==> src/rtl/next_line_prefetcher_if.sv <==
// Bus bundle between the next-line prefetcher, the cache controller and the pmem adapter.
// master = prefetcher side, slave = cache/pmem side.
interface next_line_prefetcher_if;
   logic         miss_valid;
   logic [31:0]  miss_address;
   logic         pf_pmem_read;
   logic [31:0]  pf_pmem_address;
   logic         pf_pmem_resp;
   logic [255:0] pf_pmem_rdata;
   logic         prefetch_ready;
   logic [255:0] prefetch_rdata;
   logic [31:0]  pf_cline_address;
   logic         pf_fill_ack;
   logic         pf_busy;

   modport master (
      input  miss_valid, miss_address, pf_pmem_resp, pf_pmem_rdata, pf_fill_ack,
      output pf_pmem_read, pf_pmem_address, prefetch_ready, prefetch_rdata, pf_cline_address,
      output pf_busy
   );

   modport slave (
      output miss_valid, miss_address, pf_pmem_resp, pf_pmem_rdata, pf_fill_ack,
      input  pf_pmem_read, pf_pmem_address, prefetch_ready, prefetch_rdata, pf_cline_address,
      input  pf_busy
   );
endinterface

==> src/rtl/next_line_prefetcher.sv <==
// Sequential next-line prefetcher: on a demand miss, fetches line (miss_line + STRIDE) from
// pmem into a one-entry buffer and offers it to the cache until the fill is acked.
module next_line_prefetcher #(
   parameter int unsigned S_OFFSET = 5,
   parameter int unsigned STRIDE   = 1
) (
   input logic                   clk,
   input logic                   rst,
   next_line_prefetcher_if.master bus
);
   localparam int unsigned TagW = 32 - S_OFFSET;
   localparam logic [TagW:0] StrideExt = (TagW + 1)'(STRIDE);

   typedef enum logic [1:0] {StIdle, StRead, StFull} state_e;

   state_e            state_q, state_d;
   logic [31:0]       target_q, target_d;
   logic [31:0]       cline_q, cline_d;
   logic [255:0]      buf_q, buf_d;
   logic [TagW-1:0]   last_line_q, last_line_d;
   logic              last_valid_q, last_valid_d;

   logic [TagW:0]     sum;
   logic [TagW-1:0]   tag;
   logic              legal;
   logic              new_line;
   logic              unused_offset;

   // Extra sum bit is the carry out; a carry means the target would wrap past the top.
   assign sum           = {1'b0, bus.miss_address[31:S_OFFSET]} + StrideExt;
   assign tag           = sum[TagW-1:0];
   assign legal         = ~sum[TagW];
   assign new_line      = ~last_valid_q || (tag != last_line_q);
   assign unused_offset = ^bus.miss_address[S_OFFSET-1:0];

   always_comb begin
      state_d      = state_q;
      target_d     = target_q;
      cline_d      = cline_q;
      buf_d        = buf_q;
      last_line_d  = last_line_q;
      last_valid_d = last_valid_q;
      case (state_q)
         StIdle: begin
            if (bus.miss_valid && legal && new_line) begin
               target_d     = {tag, {S_OFFSET{1'b0}}};
               last_line_d  = tag;
               last_valid_d = 1'b1;
               state_d      = StRead;
            end
         end
         StRead: begin
            if (bus.pf_pmem_resp) begin
               buf_d   = bus.pf_pmem_rdata;
               cline_d = target_q;
               state_d = StFull;
            end
         end
         StFull: begin
            // A miss arriving with the ack is dropped, not queued.
            if (bus.pf_fill_ack) begin
               state_d = StIdle;
            end
         end
         default: state_d = StIdle;
      endcase
   end

   always_ff @(posedge clk) begin
      if (rst) begin
         state_q      <= StIdle;
         target_q     <= '0;
         cline_q      <= '0;
         buf_q        <= '0;
         last_line_q  <= '0;
         last_valid_q <= 1'b0;
      end else begin
         state_q      <= state_d;
         target_q     <= target_d;
         cline_q      <= cline_d;
         buf_q        <= buf_d;
         last_line_q  <= last_line_d;
         last_valid_q <= last_valid_d;
      end
   end

   assign bus.pf_pmem_read     = (state_q == StRead);
   assign bus.pf_pmem_address  = target_q;
   assign bus.prefetch_ready   = (state_q == StFull);
   assign bus.prefetch_rdata   = buf_q;
   assign bus.pf_cline_address = cline_q;
   assign bus.pf_busy          = (state_q != StIdle);
endmodule

==> src/flat_wrapper.sv <==
// flat-port wrapper written by rule: the top's interface ports become plain ports
module next_line_prefetcher_flat 
#(
   parameter int unsigned S_OFFSET = 5,
   parameter int unsigned STRIDE   = 1
)
  (clk, rst, bus_miss_valid, bus_miss_address, bus_pf_pmem_resp, bus_pf_pmem_rdata, bus_pf_fill_ack, bus_pf_pmem_read, bus_pf_pmem_address, bus_prefetch_ready, bus_prefetch_rdata, bus_pf_cline_address, bus_pf_busy);
  next_line_prefetcher_if bus_i ();
  input logic clk;
  input logic rst;
  input wire logic [$bits(bus_i.miss_valid)-1:0] bus_miss_valid;
  input wire logic [$bits(bus_i.miss_address)-1:0] bus_miss_address;
  input wire logic [$bits(bus_i.pf_pmem_resp)-1:0] bus_pf_pmem_resp;
  input wire logic [$bits(bus_i.pf_pmem_rdata)-1:0] bus_pf_pmem_rdata;
  input wire logic [$bits(bus_i.pf_fill_ack)-1:0] bus_pf_fill_ack;
  output wire logic [$bits(bus_i.pf_pmem_read)-1:0] bus_pf_pmem_read;
  output wire logic [$bits(bus_i.pf_pmem_address)-1:0] bus_pf_pmem_address;
  output wire logic [$bits(bus_i.prefetch_ready)-1:0] bus_prefetch_ready;
  output wire logic [$bits(bus_i.prefetch_rdata)-1:0] bus_prefetch_rdata;
  output wire logic [$bits(bus_i.pf_cline_address)-1:0] bus_pf_cline_address;
  output wire logic [$bits(bus_i.pf_busy)-1:0] bus_pf_busy;
  assign bus_i.miss_valid = bus_miss_valid;
  assign bus_i.miss_address = bus_miss_address;
  assign bus_i.pf_pmem_resp = bus_pf_pmem_resp;
  assign bus_i.pf_pmem_rdata = bus_pf_pmem_rdata;
  assign bus_i.pf_fill_ack = bus_pf_fill_ack;
  assign bus_pf_pmem_read = bus_i.pf_pmem_read;
  assign bus_pf_pmem_address = bus_i.pf_pmem_address;
  assign bus_prefetch_ready = bus_i.prefetch_ready;
  assign bus_prefetch_rdata = bus_i.prefetch_rdata;
  assign bus_pf_cline_address = bus_i.pf_cline_address;
  assign bus_pf_busy = bus_i.pf_busy;
  next_line_prefetcher #(.S_OFFSET(S_OFFSET), .STRIDE(STRIDE)) u_core (.clk(clk), .rst(rst), .bus(bus_i));
endmodule
==> config.mk <==
export PLATFORM = sky130hd
export DESIGN_NAME = next_line_prefetcher_flat
export DESIGN_NICKNAME = d
export VERILOG_FILES = /design/src/rtl/next_line_prefetcher_if.sv /design/src/rtl/next_line_prefetcher.sv /design/src/flat_wrapper.sv
export SDC_FILE = /design/constraint.sdc
export NUM_CORES = 1
export LEC_CHECK = 0
export CORE_AREA = 2 2 242 244
export CTS_CLUSTER_SIZE = 14
export DETAILED_ROUTE_END_ITERATION = 8
export DIE_AREA = 0 0 244 246
export RECOVER_POWER = 50
export SLEW_MARGIN = 0
export SYNTH_ARGS = -nofsm -noshare
export SYNTH_HDL_FRONTEND = slang
export SYNTH_SLANG_ARGS = --single-unit
==> constraint.sdc <==
create_clock -name clk -period 4.2 [get_ports clk]
set_input_delay 0.84 -clock clk [delete_from_list [all_inputs] [get_ports clk]]
set_output_delay 0.84 -clock clk [all_outputs]
set_load 0.02 [all_outputs]
### Word-level counts from Yosys, hierarchy flattened

Index checks and enable logic that the tools add are counted.

| storage, ports and cells | value |
|---|---|
| bits in registers | 313 |
| bits in latches | 0 |
| bits in writable memories | 0 |
| ROM bits | 0 |
| input port bits | 293 |
| output and inout port bits | 323 |
| memories | 0 |

| cells by class | value |
|---|---|
| $add $sub $neg | 1 |
| multiply operators | 0 |
| div/mod/pow operators | 0 |
| order comparisons | 0 |
| equality and inequality tests | 6 |
| shifts and indexed selects | 0 |
| multiplexer cells | 4 |
| bitwise gates (word level) | 2 |
| reduce and logical (&&, ||, !) cells | 8 |

Operator list:

| kind | count |
|---|---|
| 27-bit by 1-bit adder with 28-bit output (second input constant) | 1 |
| 27-bit != test | 1 |
| 2-bit two-way mux | 3 |
| 2-bit one-hot mux with 3 select lines | 1 |
| 2-bit != test (second input constant) | 2 |
| 2-bit AND reduction | 2 |
| 3-bit AND reduction | 1 |
| 2-bit by 1-bit equality test with 1-bit output (second input constant) | 1 |
| 2-bit equality test (second input constant) | 1 |
| 1-bit logical AND | 2 |
| 2-bit zero test | 1 |
| 2-bit by 1-bit != test with 1-bit output (second input constant) | 1 |
| 1-bit NOT | 2 |
| 2-bit nonzero test | 1 |
| 1-bit logical OR | 1 |

### Longest topological paths before layout

Gate-level depths: netlist (run 1).

| logic depth | value |
|---|---|
| depth in word-level cells | 6 |
| depth in mapped cells | 11 |
| gate-level depth less buffers | 9 |

### Worst setup path after synthesis (run 1)

Ideal clock, no wire load.

| path | value |
|---|---|
| kind | input port to flip-flop |
| start point | input port bus_miss_address[5] |
| end point | register u_core.last_line_q[12] |
| arrival | 3,557 ps |
| data required time | 4,054 ps |
| slack | 497 ps |
| stages | 11 |
| buffers on the path | 2 |
| path through | ha_1 -> and4_1 -> buf_4 -> nand3_4 -> or4_1 -> and2_0 -> or4_4 -> nor4_4 -> a21o_4 -> buf_6 -> a211oi_2 |

| between the ends | value |
|---|---|
| cells in the longest elaborated chain, start to end | 5 |

RTL lines:

| element | RTL line | source |
|---|---|---|
| from (decl) | flat_wrapper.sv:12 | `input wire logic [$bits(bus_i.miss_address)-1:0] bus_miss_address;` |
| 27-bit by 1-bit adder with 28-bit output (*) | next_line_prefetcher.sv:30 | `assign sum = {1'b0, bus.miss_address[31:S_OFFSET]} + StrideExt;` |
| 27-bit != test / 1-bit NOT (equally long branches) | next_line_prefetcher.sv:33, next_line_prefetcher.sv:32 |  |
| 1-bit logical OR / 1-bit logical AND (equally long branches) | next_line_prefetcher.sv:33, next_line_prefetcher.sv:45 |  |
| 1-bit logical AND | next_line_prefetcher.sv:45 | `if (bus.miss_valid && legal && new_line) begin` |
| 2-bit AND reduction (no source line) | n/a |  |
| to (signal assigned) | next_line_prefetcher.sv:82 | `last_line_q <= last_line_d;` |
| to (decl) | next_line_prefetcher.sv:20 | `logic [TagW-1:0] last_line_q, last_line_d;` |

Every way passes the cells marked *; elsewhere a longest branch is shown, timed or not.
A chain may end at the register's enable or synchronous reset.

### Worst setup path after layout (run 1)

| path | value |
|---|---|
| start point | input port bus_pf_pmem_resp |
| end point | register u_core.buf_q[133] (netlist: u_core.bus.prefetch_rdata[133]) |

| between the ends | value |
|---|---|
| cells in the longest elaborated chain, start to end | 1 |

RTL lines:

| element | RTL line | source |
|---|---|---|
| from (decl) | flat_wrapper.sv:13 | `input wire logic [$bits(bus_i.pf_pmem_resp)-1:0] bus_pf_pmem_resp;` |
| 2-bit AND reduction (no source line) | n/a |  |
| to (signal assigned) | next_line_prefetcher.sv:81 | `buf_q <= buf_d;` |
| to (decl) | next_line_prefetcher.sv:19 | `logic [255:0] buf_q, buf_d;` |

Every way passes these cells.

==> metrics.md, run 1 <==
| Metric | Value |
|---|---|
| Status | `complete, but fails checks` |
| Failing checks | `max-capacitance violations, max-slew violations` |
| RSZ-0062 raised after global routing | `false` |
| Worst EP required | `4.66 ns` |
| Distinct cells, synth | `69` |
| Worst VDD drop | `283.6 µV` |
| Row count | `88` |
| Slew Limit Fails | `56` |
| CP Launch Type | `primary input` |
| Setup Skew | `0.01528 ns` |
| Die area | `0.06002 mm²` |
| TritonCTS buffer count | `38` |
| WL/cell | `17.17 µm` |
| DP Wirelength | `39180 µm` |
| GR Overflow Total | `0` |
| Worst hold path type | `flop to flop` |
| All-Layer GR Usage | `16.57%` |
| Synthesized cell area | `0.01290 mm²` |
| Final TNS setup | `0 ns` |
| Detailed Routing Iterations Pass 1 | `5` |
| Clk slew on worst S/H paths | `0.06 ns` |
| Core area | `0.05737 mm²` |
| Final ANT Viol Nets | `0` |
| Cells after Synth | `1660` |
| Critical Path Sink Type | `flop` |
| # DRC | `0` |
| Post-CTS Setup Bufs | `0` |
| Via Count | `13740` |
| Antenna cells | `0` |
| Port Buf Inserts | `600` |
| Number of cells upsized or downsized after cts | `0` |
| WL final | `52380 µm` |
| Min Tclk post-route | `3.789 ns` |
| Hold-fix buffer count after cts | `0` |
| Part of the Yosys area used for sequential elements | `48.59%` |
| Clock root buffer | `clkbuf_16` |
| Leak pwr | `7.602 nW` |
| Pin count of the biggest net entering global routing | `87` |
| Clock Path Buffers | `3` |
| PD cells | `376.8 mW/mm²` |
| # IOs | `616` |
| Ys Warns | `0` |
| Synth Area per Inst | `7.769 µm²` |
| Final nets | `2552` |
| Maxcap violations | `1` |
| Vias in the first global route | `13437` |
| Chip height | `246 µm` |
| Via density | `4.503` |
| Tcrit/Tclk final | `90.21%` |
| Setup violators final | `0` |
| Worst slew pin tran | `2.244 ns` |
| Placer Congestion | `0.9123` |
| FMAX | `263.9 MHz` |
| Power Total | `0.008059 W` |
| Flops & latches, synth | `313` |
| Die width | `244 µm` |
| First-pass GRT wire length | `78400 µm` |
| CP Max Fanout | `58` |
| Num Clock Sinks | `313` |
| TritonCTS clock tree | `built` |
| DRT iter0 DRCs | `706` |
| Initial cell density of the core | `22.48%` |
| Fillers | `5904` |
| Ys flop type | `dfxtp_1` |
| Area growth, synth to finish | `65.85%` |
| Initial antenna violation count | `4` |
| H-tree Lvls | `2` |
| Number of flops mapped to enable cells by yosys | `0` |
| Layout Utilization | `37.28%` |
| Setup CP Type | `primary input to flop` |
| Slew headroom | `-49.97%` |
| Final hold vios | `0` |
| Post-synth ARST share | `0%` |
| Layout cells sized above 1 | `8.443%` |
| CP Data Arrival Time | `4.25 ns` |
| Clk_lat worst skew | `0.54 ns` |
-- cells in the final DEF (no fill, tap or decap), types with 5 or more instances in the layout --
cell and n:
clkbuf_8 8, xor2_1 10, nand3_1 19, nand2b_1 5, nor3_1 12, bufinv_16 6
nor2b_1 5, and4_1 5, nand2_1 588, dlygate4sd3_1 80, conb_1 10, inv_1 39
o21ai_0 8, nor4_1 11, buf_4 79, clkinv_2 6, dfxtp_1 313, clkdlybuf4s50_1 519
and3_1 5, a21oi_1 295, buf_12 8, clkbuf_16 39, a211oi_1 31, xnor2_1 29
nor2_1 25, a211oi_2 20, nand4_1 17, or4_1 8
-- power breakdown --
part | internal [W] | switching [W] | total (W)
Clock | 0.00221 | 0.00134 | 0.00355
Sequential | 0.00310 | 0.000100 | 0.00320
Combinational | 0.000640 | 0.000668 | 0.00131
-- path summary, 6_finish.rpt --
check	cells after the start	slack [ns]	from	endpoint
hold reg to reg	2	0.45	u_core.bus.prefetch_rdata[61]$_SDFFE_PP0P_	u_core.bus.prefetch_rdata[61]$_SDFFE_PP0P_
hold / removal	2	0.45	u_core.bus.prefetch_rdata[61]$_SDFFE_PP0P_	u_core.bus.prefetch_rdata[61]$_SDFFE_PP0P_
setup reg to reg	5	0.80	u_core.state_q[0]$_SDFFE_PP0P_	u_core.bus.prefetch_rdata[133]$_SDFFE_PP0P_
setup / recovery	5	0.41	bus_pf_pmem_resp	u_core.bus.prefetch_rdata[133]$_SDFFE_PP0P_
-- sequential cells by signal (all words and copies together) (netlist names) --
signal and flops:
u_core.last_valid_q 1, u_core.last_line_q 27, u_core.bus.prefetch_rdata 256, u_core.state_q 2
u_core.bus.pf_cline_address 27
-- cell usage after synthesis (all sizes together) (4+ instances only) --
library cell | count | share of area (%)
o311ai | 4 | 0.27
nor2b | 5 | 0.24
and4 | 6 | 0.43
xor2 | 10 | 0.68
buf | 35 | 1.8
and2 | 5 | 0.24
nor2 | 25 | 0.73
a21oi | 295 | 11
clkbuf | 105 | 3.1
nand4 | 18 | 0.99
nand2 | 588 | 17
or2 | 4 | 0.19
o21ai | 8 | 0.31
xnor2 | 29 | 2.0
nor4 | 16 | 1.1
dfxtp | 313 | 49
a31oi | 4 | 0.19
or4 | 9 | 0.55
inv | 39 | 1.1
nand3 | 20 | 0.87
a211oi | 51 | 3.7
and3 | 5 | 0.24
nor3 | 12 | 0.47
nand2b | 5 | 0.24
-- routing by layer --
| layer | routed length [µm] | part of all wire (%) | vias to the layer above | track usage, % |
|---|---|---|---|---|
| li1 | - | - | 6726 | - |
| met1 | 21400 | 41 | 6339 | 20.00 |
| met2 | 24490 | 47 | 572 | 27.57 |
| met3 | 4719 | 9.0 | 97 | 5.392 |
| met4 | 1722 | 3.3 | 6 | 5.882 |
| met5 | 41 | 0.078 | - | 0 |
-- area by class of cell --
| type | count | area (µm²) | share of cell area [%] |
|---|---|---|---|
| repair buffers | 689 | 6774 | 31.67 |
| flip-flops and latches | 313 | 6266 | 29.30 |
| multi-input cells | 1177 | 5889 | 27.54 |
| clock buffers | 51 | 1101 | 5.148 |
| well taps | 765 | 957.2 | 4.475 |
| clock inverters | 17 | 254.0 | 1.188 |
| inverters | 39 | 146.4 | 0.6844 |
-- critical path, stage by stage --
cell and delay (ns):
dlygate4sd3_1 0.62, nand2_1 1.61, clkbuf_2 0.80, nand2_1 0.12, a21oi_1 0.18
-- cells by family after synthesis --
logic type	after synthesis	synth area share (%)
xor+xnor	39	2.649
buf+inv	179	6.025
mux	2	0.1746
fa+ha+maj	1	0.09701
flops	313	48.59
simple gates	728	24.04
compound gates	397	18.40
other cells	1	0.02908
-- metrics by stage --
step | setup slack [ns] | instance area (µm²) | instances | hold slack, ns
after CTS | 0.5350 | 21400 | 3051 | 0.4537
after detailed placement | -0.06425 | 20050 | 2983 | 0.4453
after global routing | 0.1136 | 21390 | 3051 | 0.4667
after floorplan | 0.4973 | 12930 | 1669 | 0.4344
after global placement | 0.002857 | 20050 | 2983 | 0.4410
final | 0.4114 | 21390 | 3051 | 0.4471
Note: power is estimated with default switching activity, not from simulation.
==> inputs of run 2 (changes only) <==
--- a/config.mk
+++ b/config.mk
@@ -5,10 +5,13 @@
 export SDC_FILE = /design/constraint.sdc
 export NUM_CORES = 1
 export LEC_CHECK = 0
-export CORE_AREA = 2 2 242 244
-export CTS_CLUSTER_SIZE = 14
+export CELL_PAD_IN_SITES_DETAIL_PLACEMENT = 0
+export CELL_PAD_IN_SITES_GLOBAL_PLACEMENT = 1
+export CORE_AREA = 2 2 238 240
+export CTS_CLUSTER_SIZE = 16
 export DETAILED_ROUTE_END_ITERATION = 8
-export DIE_AREA = 0 0 244 246
+export DIE_AREA = 0 0 240 242
+export PLACE_DENSITY_LB_ADDON = 0.1
 export RECOVER_POWER = 50
 export SLEW_MARGIN = 0
 export SYNTH_ARGS = -nofsm -noshare
==> run 2 against run 1 <==
The run still ends with max-capacitance violations, max-slew violations left. Clock power decreased by 4%. Critical endpoint is now u_core.last_line_q[25]$_SDFFE_PP0P_. Largest power group unchanged. First-iteration DRC count fell by 6.2%. Utilization rose by 0.93 points. Clock-buffer cell count rose by 12. Routed wire length rose by 13%. Power decreased by 1.6%. Global-route usage rose by 3.2 points. Highest routed layer unchanged.
==> metrics.md, run 2 (synthesized netlist as in run 1, its figures left out) <==
| Metric | Value |
|---|---|
| Status | `complete, but fails checks` |
| Failing checks | `max-capacitance violations, max-slew violations` |
| Core area | `0.05573 mm²` |
| Final nets | `2545` |
| Slew headroom | `-65.84%` |
| Setup CP Type | `primary input to flop` |
| PD cells | `372.5 mW/mm²` |
| Port Buf Inserts | `600` |
| Cell area after placement | `0.02002 mm²` |
| DP Wirelength | `43810 µm` |
| Commonest non-fill, non-tap cell in the layout | `nand2_1` |
| Chip height | `242 µm` |
| Non-filler cells, final | `3036` |
| Dpl cells | `2964` |
| GR Overflow Total | `0` |
| WL/cell | `19.41 µm` |
| Setup Skew | `0.01017 ns` |
| DRT iter0 DRCs | `662` |
| Placer Congestion | `0.8643` |
| Area growth, synth to finish | `65.16%` |
| Worst hold path type | `flop to flop` |
| # IOs | `616` |
| Most frequent cells in the layout | `587 x nand2_1, 569 x clkdlybuf4s50_1, 313 x dfxtp_1` |
| Clk slew on worst S/H paths | `0.05 ns` |
| RSZ-0062 raised after global routing | `false` |
| Number of cells upsized or downsized after cts | `0` |
| Layout cells sized above 1 | `7.770%` |
| Die area | `0.05808 mm²` |
| Critical path launch point | `bus_miss_address[6]` |
| Layout Utilization | `38.22%` |
| Via density | `4.440` |
| Tcrit/Tclk final | `90.06%` |
| # DRC | `0` |
| Worst EP required | `4.66 ns` |
| Final hold vios | `0` |
| Final TNS setup | `0 ns` |
| Setup violators final | `0` |
| Fin area | `0.02130 mm²` |
| Clock root buffer | `clkbuf_16` |
| Post-CTS Setup Bufs | `0` |
| Vias in the first global route | `13264` |
| Worst VDD drop | `225.1 µV` |
| Initial antenna violation count | `5` |
| All-Layer GR Usage | `19.74%` |
| Critical Path Sink Type | `flop` |
| Die width | `240 µm` |
| Pin count of the biggest net entering global routing | `113` |
| First-pass GRT wire length | `87150 µm` |
| WL final | `58940 µm` |
| TritonCTS buffer count | `41` |
| Hold-fix buffer count after cts | `0` |
| Slew Limit Fails | `105` |
| CP Launch Type | `primary input` |
| Hold path start | `u_core.bus.prefetch_rdata[1]$_SDFFE_PP0P_` |
| Clk_lat worst skew | `0.55 ns` |
| Max FFs per register | `256` |
| Power Total | `0.007934 W` |
| Worst slew pin tran | `2.488 ns` |
| CP Data Arrival Time | `4.24 ns` |
| Clock Path Buffers | `3` |
| Reg-to-reg startpoint | `u_core.state_q[0]$_SDFFE_PP0P_` |
| CP Max Fanout | `15` |
| H-tree Lvls | `2` |
| Row count | `87` |
| TritonCTS clock tree | `built` |
| Initial cell density of the core | `23.14%` |
| Leak pwr | `7.366 nW` |
| Detailed Routing Iterations Pass 1 | `4` |
| FMAX | `264.4 MHz` |
| Num Clock Sinks | `313` |
| Final ANT Viol Nets | `0` |
| Maxcap violations | `2` |
| Via Count | `13479` |
| Min Tclk post-route | `3.782 ns` |
## run 2: path summary, 6_finish.rpt
kind | end | slack [ns] | depth (start not counted)
max | u_core.last_line_q[25]$_SDFFE_PP0P_ | 0.42 | 12
min reg2reg | u_core.bus.prefetch_rdata[1]$_SDFFE_PP0P_ | 0.45 | 2
min | u_core.bus.prefetch_rdata[1]$_SDFFE_PP0P_ | 0.45 | 2
max reg2reg | u_core.bus.prefetch_rdata[139]$_SDFFE_PP0P_ | 0.75 | 5
## run 2: per-layer routing
layer  vias to the layer above  part of all wire, %  GRT usage [%]
li1                       6704                    -              -
met1                      6276                   40          23.04
met2                       426                   48          33.74
met3                        67                  9.9          7.748
met4                         6                  1.9          4.604
met5                         -                0.068              0
## run 2: critical path, stage by stage
cell and delay [ns]:
clkdlybuf4s50_1 0.51, ha_1 0.21, nand4_1 0.16, buf_4 0.19, nor4_1 0.58, a21oi_1 0.18
nor4_1 0.32, nand4_1 0.18, nor4_4 0.41, buf_4 0.31, a211oi_1 0.13, a211oi_2 0.20
## run 2: power by group
part / internal, W / switching [W]
logic: 0.000650 / 0.000676
registers: 0.00310 / 0.0000998
clock network: 0.00205 / 0.00136
## run 2: through the flow
| stage | hold slack (ns) | worst slack (ns) |
|---|---|---|
| floorplan | 0.4344 | 0.4973 |
| global placement | 0.4412 | -0.06965 |
| detailed placement | 0.4453 | -0.09303 |
| CTS | 0.4531 | 0.4877 |
| global route | 0.4680 | 0.1523 |
| finish | 0.4473 | 0.4177 |
## run 2: layout make-up
cell class	instances	area (µm²)
fillers	5855	34430
repair buffers	679	6746
flip-flops and latches	313	6266
clock buffers	63	1220
clock inverters	7	71.32
inverters	39	146.4
well taps	756	945.9
diodes	2	5.005
multi-input cells	1177	5898
==> RTL edit (config.mk and constraints of run 2) <==
Reset style: asynchronous (`rst`), changed in one clocked block.
--- a/src/rtl/next_line_prefetcher.sv
+++ b/src/rtl/next_line_prefetcher.sv
@@ -66,7 +66,7 @@
       endcase
    end
 
-   always_ff @(posedge clk) begin
+   always_ff @(posedge clk or posedge rst) begin
       if (rst) begin
          state_q      <= StIdle;
          target_q     <= '0;
Function: differs if rst is asserted again (counterexample within 4 cycles, from zero or initial values and one cycle with rst high); with rst held inactive, the same outputs for 4 cycles.
==> RTL edit against run 2 <==
The flow still finishes with violations (capacitance limit, slew limit); wire length shrank 14%; via count shrank 28%; first-iteration DRC count shrank 45%; register-to-register slack gained 0.13 ns; worst hold slack gained 0.032 ns; die area is the same; area after synthesis grew 0.92%; sequential cell count is the same; cell area grew 0.88%; setup slack gained 0.11 ns.
Power is not compared: it rests on default switching activity, and its combinational part moved more than twofold at a synthesized area within 25%.
==> RTL edit: results (changes against run 2) <==
Flow run
The max-cap check violation count came to 2 (unchanged).

Worst setup path
The largest driver fanout on the critical path is 7 (was 15). The end of the worst register-to-register path is u_core.bus.prefetch_rdata[23]$_DFFE_PP0P_ (was u_core.bus.prefetch_rdata[139]$_SDFFE_PP0P_). The arrival time at the worst endpoint came to 4.10 ns (was 4.24 ns). The minimum setup slack among reg-to-reg paths was 0.88 ns (was 0.75 ns). The start of the worst register-to-register path is u_core.state_q[0]$_DFFE_PP0P_ (was u_core.state_q[0]$_SDFFE_PP0P_).

The path depth of the worst reg2reg path is 4 (was 5). The standard cell with the maximum stage delay on the critical path is sky130_fd_sc_hd__a2111oi_0 (was sky130_fd_sc_hd__nor4_1).

Layout
The number of clock buffers in the layout came to 65 (was 63). The number of diodes added for antenna fixing was 8 (was 2). The layout multi-input combinational cell count came to 515 (was 1177). The data-path buffer share of cell area in the final layout is 30.01% (was 31.67%).

The number of filler cells placed in the layout is 5444 (was 5855). The final-layout clock-cell area share is 6.039% (was 6.062%). The sequential share of cell area is 36.45% (was 29.42%). The layout inverter count without the clock tree came to 15 (was 39). The non-clock buffer count in the final layout is 657 (was 679). The count of nets after finishing is 1836 (was 2545). The count of non-filler cells in the finished layout was 2334 (was 3036). The total non-filler cell area in the finished layout is 21490 µm² (was 21300 µm²).

STA
The worst hold slack is 0.4789 ns (was 0.4473 ns). The worst-case headroom to the max-slew limit came to -4.624% (was -65.84%). The count of pins over their slew limit is 64 (was 105). The setup clock skew after layout is 0.03331 ns (was 0.01017 ns).

Place
The post-placement cell area is 20280 µm² (was 20020 µm²). The estimated wirelength of the detail-placed design is 39470 µm (was 43810 µm). The worst setup slack after placement came to -0.03663 ns (was -0.09303 ns). The last weighted congestion value of the routability-driven placer is 0.7922 (was 0.8643).

CTS
The number of buffers created by CTS is 40 (was 41).

Synthesis
The async set or reset register ratio after synthesis came to 100.0% (was 0%). The portion of the post-synthesis area used by sequential elements is 60.18% (was 48.59%). The average instance area after synthesis came to 14.61 µm² (was 7.769 µm²).

Min path
The origin of the worst min-delay path is u_core.bus.pf_cline_address[22]$_DFFE_PP0P_ (was u_core.bus.prefetch_rdata[1]$_SDFFE_PP0P_). The worst hold endpoint was u_core.bus.pf_cline_address[22]$_DFFE_PP0P_ (was u_core.bus.prefetch_rdata[1]$_SDFFE_PP0P_).

Detailed routing
The routed wire length is 50490 µm (was 58940 µm). The detailed router's first-iteration violation count was 363 (was 662).

Global routing
The aggregate global-route resource usage is 17.25% (was 19.74%). The pin count of the biggest net entering global routing was 91 (was 113).

Run status
Outcome: complete, but fails checks (unchanged). Violations in the final reports: capacitance limit, slew limit (unchanged).
==> RTL edit: report_power, final <==
part / internal (mW) / total (mW) / leakage, nW / switching [mW]
sequential: 4.57 / 5.48 / 3.70 / 0.915
combinational: 4.47 / 8.70 / 4.48 / 4.23
clock: 2.05 / 3.42 / 0.626 / 1.36
total: 11.1 / 17.6 / 8.81 / 6.51
==> RTL edit: worst max path at each step <==
stage               cells past startpoint                                           to           startpoint
detailed placement                     14           u_core.last_line_q[21]$_DFFE_PP0P_  bus_miss_address[6]
floorplan                               1  u_core.bus.pf_cline_address[10]$_DFFE_PP0P_                  rst
finish                                 14           u_core.last_line_q[21]$_DFFE_PP0P_  bus_miss_address[6]
global placement                       12           u_core.last_line_q[19]$_DFFE_PP0P_  bus_miss_address[5]
global route                            4    u_core.bus.prefetch_rdata[23]$_DFFE_PP0P_     bus_pf_pmem_resp
CTS                                    14           u_core.last_line_q[21]$_DFFE_PP0P_  bus_miss_address[6]
==> RTL edit: cells by family after synthesis <==
kind of cell             Yosys count  share of synthesized area [%]
multiplexers                     300                          26.19
adder cells (fa/ha/maj)            1                        0.09612
AO/OA/AOI/OAI                     50                          2.711
AND/OR/NAND/NOR                  111                          5.191
flip-flops                       313                          60.18
XOR/XNOR                          43                          2.999
buffers and inverters             72                          2.605
other                              1                        0.02881
==> RTL edit: layer usage <==
metal / vias up / track usage (%) / part of all wire, %
li1: 4437 / - / -
met4: 20 / 6.430 / 2.9
met5: - / 0 / 0.23
met3: 90 / 7.201 / 9.1
met2: 343 / 28.94 / 50
met1: 4842 / 19.43 / 38
